**config.mk**
```make
export PLATFORM = sky130hd
export DESIGN_NAME = hex_display_ctrl
export DESIGN_NICKNAME = d
export VERILOG_FILES = /design/src/rtl/hex_display_ctrl.sv
export SDC_FILE = /design/constraint.sdc
export NUM_CORES = 1
export LEC_CHECK = 0
export BUFFER_PORTS_ARGS = -buffer_cell sky130_fd_sc_hd__buf_2
export CORE_ASPECT_RATIO = 0.9
export CORE_UTILIZATION = 50
export CTS_CLUSTER_SIZE = 28
export DETAILED_ROUTE_END_ITERATION = 10
export PLACE_DENSITY = 0.77
export SYNTH_ARGS = -nofsm -noshare
export SYNTH_HDL_FRONTEND = slang
export SYNTH_SLANG_ARGS = --single-unit
```
**constraint.sdc**
```tcl
create_clock -name MAX10_CLK1_50 -period 2.2 [get_ports MAX10_CLK1_50]
set_input_delay 0.22 -clock MAX10_CLK1_50 [delete_from_list [all_inputs] [get_ports MAX10_CLK1_50]]
set_output_delay 0.22 -clock MAX10_CLK1_50 [all_outputs]
set_load 0.01 [all_outputs]
```
**src/rtl/hex_display_ctrl.sv**
```systemverilog
// Six-digit active-low seven-segment controller with valid/ready load, DP and blink per digit.
// Define HEX_DISPLAY_DEC_EN to build the decimal (double-dabble) path; otherwise every load is hex.
//
// state | meaning
// IDLE  | ready; hex transfers load the display directly
// CONV  | double-dabble iterations for a decimal transfer (decimal build only)
// LOAD  | decimal result (or dashes) loaded into the display registers
module hex_display_ctrl #(
    parameter int BLINK_DIV = 25000000,
    parameter int LZ_BLANK  = 0
) (
    input  logic        MAX10_CLK1_50,
    input  logic        RESET_N,
    input  logic        in_valid,
    output logic        in_ready,
    input  logic [23:0] in_data,
    input  logic        in_dec,
    input  logic [5:0]  dp_mask,
    input  logic [5:0]  blink_mask,
    output logic [7:0]  HEX0,
    output logic [7:0]  HEX1,
    output logic [7:0]  HEX2,
    output logic [7:0]  HEX3,
    output logic [7:0]  HEX4,
    output logic [7:0]  HEX5
);

    localparam int CW = $clog2(BLINK_DIV);

    typedef enum logic [1:0] {
        IDLE = 2'd0,
        CONV = 2'd1,
        LOAD = 2'd2
    } state_t;

    state_t         state, state_next;
    logic           ready_q, ready_next;
    logic           xfer;
    logic           load_hex;
    logic [23:0]    dig_q;
    logic [5:0]     dp_q;
    logic [5:0]     blink_q;
    logic           dash_q;
    logic [CW-1:0]  blink_cnt;
    logic           phase_q;
    logic [5:0]     blank;
    logic [47:0]    hex_d;
    logic [47:0]    hex_q;

`ifdef HEX_DISPLAY_DEC_EN
    logic           start_conv;
    logic           load_dec;
    logic [43:0]    dd_q;
    logic [43:0]    dd_step;
    logic [4:0]     iter_q;
    logic           over_q;
    logic [5:0]     cap_dp_q;
    logic [5:0]     cap_blink_q;

    function automatic logic [23:0] add3(input logic [23:0] b);
        logic [23:0] r;
        r = b;
        for (int i = 0; i < 6; i++) begin
            if (b[4*i +: 4] >= 4'd5)
                r[4*i +: 4] = b[4*i +: 4] + 4'd3;
        end
        return r;
    endfunction

    assign dd_step = {add3(dd_q[43:20]), dd_q[19:0]};
`else
    logic unused_dec;
    assign unused_dec = in_dec;
`endif

    function automatic logic [7:0] enc(input logic [3:0] d);
        case (d)
            4'h0: enc = 8'hC0;
            4'h1: enc = 8'hF9;
            4'h2: enc = 8'hA4;
            4'h3: enc = 8'hB0;
            4'h4: enc = 8'h99;
            4'h5: enc = 8'h92;
            4'h6: enc = 8'h82;
            4'h7: enc = 8'hF8;
            4'h8: enc = 8'h80;
            4'h9: enc = 8'h90;
            4'hA: enc = 8'h88;
            4'hB: enc = 8'h83;
            4'hC: enc = 8'hC6;
            4'hD: enc = 8'hA1;
            4'hE: enc = 8'h86;
            default: enc = 8'h8E;
        endcase
    endfunction

    assign xfer     = in_valid && ready_q;
    assign in_ready = ready_q;

    always_ff @(posedge MAX10_CLK1_50) begin
        if (!RESET_N) begin
            state   <= IDLE;
            ready_q <= 1'b0;
        end else begin
            state   <= state_next;
            ready_q <= ready_next;
        end
    end

    always_comb begin
        state_next = state;
        ready_next = 1'b1;
        load_hex   = 1'b0;
`ifdef HEX_DISPLAY_DEC_EN
        start_conv = 1'b0;
        load_dec   = 1'b0;
`endif
        case (state)
            IDLE: begin
                if (xfer) begin
`ifdef HEX_DISPLAY_DEC_EN
                    if (in_dec) begin
                        start_conv = 1'b1;
                        ready_next = 1'b0;
                        state_next = CONV;
                    end else begin
                        load_hex = 1'b1;
                    end
`else
                    load_hex = 1'b1;
`endif
                end
            end
`ifdef HEX_DISPLAY_DEC_EN
            CONV: begin
                ready_next = 1'b0;
                if (iter_q == 5'd19)
                    state_next = LOAD;
            end
            LOAD: begin
                load_dec   = 1'b1;
                state_next = IDLE;
            end
`endif
            default: state_next = IDLE;
        endcase
    end

    always_ff @(posedge MAX10_CLK1_50) begin
        if (!RESET_N) begin
            dig_q       <= '0;
            dp_q        <= '0;
            blink_q     <= '0;
            dash_q      <= 1'b0;
`ifdef HEX_DISPLAY_DEC_EN
            dd_q        <= '0;
            iter_q      <= '0;
            over_q      <= 1'b0;
            cap_dp_q    <= '0;
            cap_blink_q <= '0;
`endif
        end else begin
            if (load_hex) begin
                dig_q   <= in_data;
                dp_q    <= dp_mask;
                blink_q <= blink_mask;
                dash_q  <= 1'b0;
            end
`ifdef HEX_DISPLAY_DEC_EN
            if (start_conv) begin
                dd_q        <= {24'd0, in_data[19:0]};
                iter_q      <= '0;
                over_q      <= (in_data[19:0] > 20'd999999);
                cap_dp_q    <= dp_mask;
                cap_blink_q <= blink_mask;
            end else if (state == CONV) begin
                dd_q   <= {dd_step[42:0], 1'b0};
                iter_q <= iter_q + 5'd1;
            end
            if (load_dec) begin
                dig_q   <= dd_q[43:20];
                dp_q    <= cap_dp_q;
                blink_q <= cap_blink_q;
                dash_q  <= over_q;
            end
`endif
        end
    end

    // Free-running blink timebase, unaffected by transfers.
    always_ff @(posedge MAX10_CLK1_50) begin
        if (!RESET_N) begin
            blink_cnt <= '0;
            phase_q   <= 1'b0;
        end else if (blink_cnt == CW'(BLINK_DIV - 1)) begin
            blink_cnt <= '0;
            phase_q   <= ~phase_q;
        end else begin
            blink_cnt <= blink_cnt + 1'b1;
        end
    end

    always_comb begin
        logic       lead;
        logic [7:0] seg;
        blank = '0;
        hex_d = '0;
        lead  = 1'b1;
        for (int i = 5; i >= 1; i--) begin
            lead     = lead && (dig_q[4*i +: 4] == 4'd0);
            blank[i] = (LZ_BLANK != 0) && !dash_q && lead;
        end
        for (int i = 0; i < 6; i++) begin
            seg = dash_q ? 8'hBF : enc(dig_q[4*i +: 4]);
            if (blank[i])
                seg = 8'hFF;
            if (dp_q[i])
                seg[7] = 1'b0;
            if (phase_q && blink_q[i])
                seg = 8'hFF;
            hex_d[8*i +: 8] = seg;
        end
    end

    always_ff @(posedge MAX10_CLK1_50) begin
        if (!RESET_N)
            hex_q <= {6{8'hFF}};
        else
            hex_q <= hex_d;
    end

    assign HEX0 = hex_q[7:0];
    assign HEX1 = hex_q[15:8];
    assign HEX2 = hex_q[23:16];
    assign HEX3 = hex_q[31:24];
    assign HEX4 = hex_q[39:32];
    assign HEX5 = hex_q[47:40];

endmodule

```
==> reports/metrics.yaml <==
cells_and_area:
  fillers: 843
  drive_gt1_share_pct: 18.0
  area_growth_pct: 15.8
  antenna_cells_inserted: 0
  seq_area_um2: 2220
  final_net_count: 735
  multi_input_area_um2: 2550
worst_setup_path:
  crit_required_ps: 2510
  path_delay_family: "simple AND/OR/NAND/NOR gates"
  end_kind: "register"
  path_cells: "ha_1 > nand3_1 > or4_4 > buf_4 > or3_1 > a21oi_1"
  cp.arrival_ps: 2320
  worstSetupStartpointType: "register"
  crit_slowest_cell: "or4_4"
  crit_path_max_fanout: 6
  cpPeakStageDelay_ps: 560
  cp_num_buf_inv: 1
  critPathKind: "register to register"
synth:
  async_flop_share_pct: 0
  yosysMostFrequentCell: "nand2_1"
  synthTopCellsByArea: "dfxtp_1 45%, ha_1 9.3%, nand2_1 8.5%"
  synth_ff_type: "dfxtp_1"
  synthCells: 576
  yosys.area.top_type: "dfxtp_1"
  synth-seq-cells: 111
  yosysSeqAreaShare_pct: 44.7
  synth.top_cell.area_share_pct: 44.7
  yosysUniqueCellTypes: 38
  synth.avg_cell_area_um2: 8.63
  synth_edf_count: 0
  synth_area_um2: 4970
  synth_warnings: 0
  synthTopCellsByCount: "112 x nand2_1, 111 x dfxtp_1, 56 x a21oi_1"
  synth_nets: 653
timing:
  fin_skew_ps: 11.8
  hold_slack_ps: 81.4
  worstMarginPinSlew_ps: 690
  hold_violations: 0
  setup_viol: 0
  rsz0062_at_grt: "no"
  drv_slew: 0
  max_slew_margin_pct: 54.0
  max_freq_mhz: 497
  timing.final.crit_share_pct: 91.5
  finalCriticalPeriod_ps: 2010
  tns_ps: 0
global_route:
  gr-total-overflow: 0
  grt_pass1_wl_um: 17100
  grt_pass1_vias: 3869
  grt_antenna_before_repair: 0
  grt_usage_pct: 20.6
  grt_start_max_net_pins: 37
placed_design:
  port_buffers: 87
  dp_hpwl_um: 7460
  gp_congestion: 0.904
floorplanning:
  core-area_um2: 9660
  num_rows: 34
  die_y_um: 96.6
  start_util_pct: 51.5
  die_w_um: 107
  pin_count: 89
  dieArea_um2: 10300
run_status:
  status: "finished, final reports clean"
flow_run:
  max_cap_viol_count: 0
clock_tree:
  cts.path.max_buffers: 2
  clk_pin_slew_ps: 100
  cts_tree: "done"
  cts_sinks: 111
  cts_max_level: 3
  cts-root-buf: "clkbuf_8"
  cts_buffers: 9
  postCtsSetupRepairBufs: 0
  insertion_delay_ps: 370
power:
  ir_worst_vdd_uv: 320
  p_leak_nw: 2.17
  power_density_nw_per_um2: 665
route:
  first_pass_iters: 4
  drt-total-wl_um: 10300
  met3_length_um: 407
  wl_per_cell_um: 13.1
  wl_met1_um: 4920
  top_layer_used: "met4"
  drtIter0Drc: 134
  vias_per_cell: 5.32
  num_vias: 4190
  met2_length_um: 4850
  postRouteAntennaNets: 0
  drc_errors: 0
worst_hold_path:
  hold_class: "input port to register"
[layout by cell type (no fill, tap or decap), drive strengths merged, types with 13 or more instances in the layout]
cell      n
a21oi    56
buf      96
dfxtp   111
ha       37
inv      28
nand2   112
nand2b   15
nand3    15
nor2     25
nor2b    13
o211ai   22
o21ai    14
o311ai   25
[final timing paths]
kind         slack (ps)  cells after the start            end    startpoint
max                 190                      6  blink_cnt[20]  blink_cnt[1]
min                  80                      3       dig_q[1]    in_data[1]
max reg2reg         190                      6  blink_cnt[20]  blink_cnt[1]
min reg2reg         390                      1      hex_q[39]       dp_q[4]
[cell type report]
type                       count  area share [%]
inverter                      27            1.76
tap                          126            2.74
multi-input combinational    412            44.4
timing repair buffer          97            8.92
clock buffer                  11            2.63
sequential                   111            38.6
clock inverter                 4           0.935
[sequential cells by signal, indices dropped and copies added (netlist names)]
signal,cells
blink_q,6
dp_q,6
dig_q,24
blink_cnt,25
phase_q,1
in_ready,1
hex_q,48
[worst reg2reg max path, delay by kind of cell, from the launching register on]
kind | cells | cell delay, ps
buffers and inverters | 1 | 170
AO/OA/AOI/OAI | 1 | 140
AND/OR/NAND/NOR | 3 | 1050
adder cells (fa/ha/maj) | 1 | 200
flip-flops | 1 | 410
[timing repair]
action / in CTS / in global routing
gates resized for setup: 0 / 2
hold buffers: 1 / 0
endpoints found under the setup margin: 0 / 2
hold endpoints to repair: 1 / 0
[kinds of logic after synthesis]
family / share of synthesized area, %
AOI/OAI and AO/OA: 18.0
buffers and inverters: 4.05
xor gates and xnor gates: 2.29
adders and majority gates: 9.32
DFF: 44.7
and+or+nand+nor: 21.7
[metrics by stage]
stage	setup WS (ps)	util (%)	std cells	cell area (µm²)	total power, mW
after floorplan	131	-	576	4970	2.46
after global placement	186	57.3	772	5530	2.61
after detailed placement	119	57.3	772	5530	2.63
after CTS	106	59.5	788	5750	3.85
after global routing	56.2	59.6	788	5750	3.99
final	187	59.6	788	5750	3.83
[where the power goes]
part	leakage [nW]	internal (mW)	switching [mW]
Clock	0.0980	0.587	0.657
Sequential	0.915	2.11	0.0709
Combinational	1.16	0.172	0.228
[metal layers]
metal,global-route usage (%),up-vias
li1,-,2160
met1,25.6,1926
met2,36.1,91
met4,8.56,0
met3,3.09,13
met5,0,-
(Power assumes the default switching activity.)
